--- config.mk ---
export PLATFORM = sky130hd
export DESIGN_NAME = clock_step_ctrl
export DESIGN_NICKNAME = d
export VERILOG_FILES = /design/src/rtl/clock_step_ctrl.sv
export SDC_FILE = /design/constraint.sdc
export NUM_CORES = 1
export LEC_CHECK = 0
export ABC_AREA = 1
export CORE_MARGIN = 2
export CORE_UTILIZATION = 54
export DETAILED_ROUTE_END_ITERATION = 12
export PLACE_DENSITY = 0.79
export RECOVER_POWER = 50
export SYNTH_ARGS = -nofsm -noshare
export SYNTH_HDL_FRONTEND = slang
export SYNTH_SLANG_ARGS = --single-unit
--- constraint.sdc ---
create_clock -name CLK_in -period 2.7 [get_ports CLK_in]
set_clock_uncertainty 0.2 [all_clocks]
set_input_delay 0.54 -clock CLK_in [delete_from_list [all_inputs] [get_ports CLK_in]]
set_output_delay 0.54 -clock CLK_in [all_outputs]
set_load 0.01 [all_outputs]
--- src/rtl/clock_step_ctrl.sv ---
// clock_step_ctrl: processor clock-enable generator.
// Produces a one-cycle tick at a 2^i rate (RUN), one tick per debounced
// button press (STEP), or nothing (HALT). Everything runs on CLK_in.
module clock_step_ctrl #(
    parameter int SIZE    = 36,
    parameter int DB_BITS = 20
) (
    input  logic        CLK_in,
    input  logic        RST,
    input  logic [1:0]  mode,
    input  logic [5:0]  rate_sel,
    input  logic        step_btn,
    output logic        tick,
    output logic [1:0]  state,
    output logic [15:0] tick_cnt
);

    typedef enum logic [1:0] {
        S_HALT  = 2'b00,
        S_RUN   = 2'b01,
        S_ARMED = 2'b10,
        S_HELD  = 2'b11
    } state_t;

    localparam logic [1:0] M_RUN  = 2'b01;
    localparam logic [1:0] M_STEP = 2'b10;
    localparam logic [5:0] SIZE_I = 6'(SIZE);

    state_t              st, st_n;
    logic [SIZE-1:0]     div_c;
    logic [SIZE-1:0]     mask;
    logic [5:0]          rate_cl, rate_q;
    logic                rate_chg, rc;
    logic                sync1, sync2, db, db_q;
    logic [DB_BITS-1:0]  db_cnt;
    logic                press, rel, tick_n;

    assign state    = st;
    assign rate_cl  = (rate_sel > SIZE_I) ? SIZE_I : rate_sel;
    assign rate_chg = (rate_cl != rate_q);
    assign press    = db & ~db_q;
    assign rel      = ~db & db_q;

    // Rate condition: low i bits of the divider all ones (i==0 gives an empty mask).
    always_comb begin
        mask = '0;
        for (int k = 0; k < SIZE; k++)
            mask[k] = (k < int'(rate_q));
        rc = (&(div_c | ~mask)) && !rate_chg;
    end

    // Divider restarts from 0 on a rate change so the new period starts clean.
    always_ff @(posedge CLK_in or posedge RST) begin
        if (RST) begin
            div_c  <= '0;
            rate_q <= '0;
        end else begin
            rate_q <= rate_cl;
            div_c  <= rate_chg ? '0 : div_c + SIZE'(1);
        end
    end

    // Two-flop synchronizer for the raw button.
    always_ff @(posedge CLK_in or posedge RST) begin
        if (RST) begin
            sync1 <= 1'b0;
            sync2 <= 1'b0;
        end else begin
            sync1 <= step_btn;
            sync2 <= sync1;
        end
    end

    // Debouncer: db follows sync2 only after 2^DB_BITS consecutive disagreeing samples.
    always_ff @(posedge CLK_in or posedge RST) begin
        if (RST) begin
            db     <= 1'b0;
            db_q   <= 1'b0;
            db_cnt <= '0;
        end else begin
            db_q <= db;
            if (sync2 == db) begin
                db_cnt <= '0;
            end else if (&db_cnt) begin
                db     <= sync2;
                db_cnt <= '0;
            end else begin
                db_cnt <= db_cnt + DB_BITS'(1);
            end
        end
    end

    // Next state and next tick; mode always takes priority over button events.
    always_comb begin
        st_n   = st;
        tick_n = 1'b0;
        case (mode)
            M_RUN:  st_n = S_RUN;
            M_STEP: begin
                case (st)
                    S_HALT, S_RUN: st_n = db ? S_HELD : S_ARMED;
                    S_ARMED:       if (press) st_n = S_HELD;
                    S_HELD:        if (rel)   st_n = S_ARMED;
                    default:       st_n = S_HALT;
                endcase
            end
            default: st_n = S_HALT;
        endcase
        tick_n = (st == S_RUN   && mode == M_RUN  && rc) ||
                 (st == S_ARMED && mode == M_STEP && press);
    end

    // State, tick and tick counter registers.
    always_ff @(posedge CLK_in or posedge RST) begin
        if (RST) begin
            st       <= S_HALT;
            tick     <= 1'b0;
            tick_cnt <= '0;
        end else begin
            st   <= st_n;
            tick <= tick_n;
            if (tick_n)
                tick_cnt <= tick_cnt + 16'd1;
        end
    end

endmodule

==> run metrics <==
status complete, no violations; antenna violations before repair 0; share of post-route cells with drive strength above 1 0.0741; crit end category flip-flop; clock network latency to the later pin of the worst-skew pair 0.36 ns; crit-path cells dlygate4sd3_1 -> ha_1 -> nand4_1 -> nor2_1 -> nand2_1 -> nor2_1 -> nand2_1 -> nor2_2 -> nand3_4 -> nand2_4 -> nand2_1 -> nand2_1; largest net degree at the start of global routing 39; max_cap viols 0; Post-CTS Hold Fix Bufs 0; Bufs and invs on worst path 1; post-CTS sizing 0; sequential element share of the synthesized area 0.425; Hold Path Origin sync1$_DFF_PP0_; synth cell count leaders nand2_1 (167), nor2_1 (93), dfrtp_1 (85), inv_1 (79), nand3_1 (61); first-pass GRT wire length 20600 um; Unique masters post-synth 37; Final Critical Period 2.53 ns; number of flops mapped to enable cells by yosys 0; final core occ 0.625; Mapped Cells 670; Hold Path Class flip-flop to flip-flop; area share of the largest cell type after synthesis 0.425; initial drt markers 216; final slew viol count 0; Routed WL 12100 um; DR WL/cell 14.7 um; vias in the first global route 4331; nets 727; core area 9110 um^2; RSZ-0062 raised after global routing false; Worst R2R Start rate_q[1]$_DFF_PP0_; Arr. time, crit path 2.61 ns; Critical Path Start Type input pin; 1st-pass router iterations 5; synthesized area 5010 um^2; final antenna-violating net count 0; Ys Warns 0; WS Path Type input pin to flip-flop; Least-Margin Pin Slew 1.13 ns; routability congestion estimate 0.953; FF+latch count, synth 85; # diodes 0; Pwr per Cell Area 423 nW/um^2; Fin Hold WS 0.155 ns; TNS Setup 0 ns; most frequent CP cell nand2_1; I/O pin count 30; syn_nets 686; Slowest Stage Delay on Critical Path 0.55 ns; Worst path slowest cell dlygate4sd3_1; DP HPWL 9210 um; most frequent cell after synthesis nand2_1; worst-path fanout max 17; synth top area cells dfrtp_1 (42%), nand2_1 (13%), nor2_1 (7.0%); Vias 4471; H-tree levels 3; die height 100 um; initial core utilization 0.550; Synth Flop Type dfrtp_1; grt total ovfl 0; Async SR Flop Fraction 1.00; GRT Total Usage 0.256; final period utilization 0.936; die width 100 um; mean area per synthesized cell 7.48 um^2; DRC Markers 0; CTS sink cnt 85; CP Launch Point mode[0]; DR vias/cell 5.41; num rows 35; Leakage 2.49 nW; Clock transition at path regs 0.09 ns; CTS tree done; PortBufs 29; Final Hold Fails 0; achievable frequency 0.396 GHz; total CTS buffers 9; Synth area leader dfrtp_1; Max Root-Sink Buffers 2; die area 10100 um^2; area grow syn2layout 13.6%; CTS root buffer clkbuf_8; CP required 2.79 ns; Max-slew headroom 0.245; final setup fails 0; Post-CTS Setup Inserts 0; VDD IR max 0.000268 V; crit-path leading delay family simple AND/OR/NAND/NOR gates
-- logic make-up after synthesis --
logic type      share of synthesized area
compound gates                     0.0425
simple gates                        0.353
xor+xnor                           0.0892
mux                               0.00225
buf+inv                            0.0759
fa+ha+maj                          0.0125
flops                               0.425
-- metal layers --
layer	track usage	share of wire	wire, um
met5	0	0	0
met2	0.418	0.47	5740
met3	0.0432	0.047	564
met4	0.0822	0.021	260
met1	0.350	0.46	5540
-- path summary, 6_finish.rpt --
path / cells after the start / slack, ns / end
setup / recovery: 12 / 0.17 / tick_cnt[1]$_DFFE_PP0P_
hold / removal: 0 / 0.16 / sync2$_DFF_PP0_
setup reg to reg: 11 / 0.23 / tick_cnt[1]$_DFFE_PP0P_
hold reg to reg: 0 / 0.16 / sync2$_DFF_PP0_
max in group asynchronous: 3 / 0.58 / db_cnt[2]$_DFF_PP0_
min in group asynchronous: 2 / 0.65 / state[0]$_DFFE_PP0P_
-- state kept, by name, summed over array words and instances, names as in the netlist --
signal,cells
db,1
db_cnt,20
db_q,1
div_c,36
rate_q,6
state,2
sync1,1
sync2,1
tick,1
tick_cnt,16
-- stage by stage --
stage	std cells	area, um^2	total power [W]	worst slack, ns
5_1_grt	826	5690	0.00250	0.0288
3_5_place_dp	811	5510	0.00151	-0.0941
3_3_place_gp	811	5510	0.00151	-0.0261
4_1_cts	826	5710	0.00244	0.199
6_report	826	5690	0.00241	0.174
2_1_floorplan	670	5010	0.00144	0.623
-- power breakdown --
part | switching (W) | total (W) | internal [W] | leakage (nW)
Combinational | 0.000112 | 0.000173 | 0.0000616 | 1.22
Clock | 0.000494 | 0.000929 | 0.000434 | 0.0980
Sequential | 0.0000212 | 0.00131 | 0.00128 | 1.17
Total | 0.000627 | 0.00241 | 0.00178 | 2.49
-- final cells by class --
cell class                      instances  area [um^2]
Clock buffer                            9          124
Clock inverter                          6         71.3
Fill cell                             834         3420
Inverter                               84          317
Multi-Input combinational cell        489         2510
Sequential cell                        85         2130
Tap cell                              111          139
Timing Repair Buffer                   42          407
-- placed cells by master, fill, tap and decap left out, types with 2 or more instances in the layout --
cell and count:
inv_1 78, ha_1 5, inv_6 2, nor3_1 26, nor2_4 6, nor4_1 6, buf_4 9, xnor2_1 14
nor2_2 5, nand3_2 2, dfrtp_1 85, o21ai_0 11, nand2_1 167, dlygate4sd3_1 4, a21oi_1 16, clkbuf_8 9
buf_12 2, inv_2 5, o21ai_1 3, clkdlybuf4s50_1 25, nand3_1 61, nor3b_1 2, nor2_1 93, xor2_1 37
nand4_1 19, nand2_2 3
Note: power is estimated with default switching activity, not from simulation.
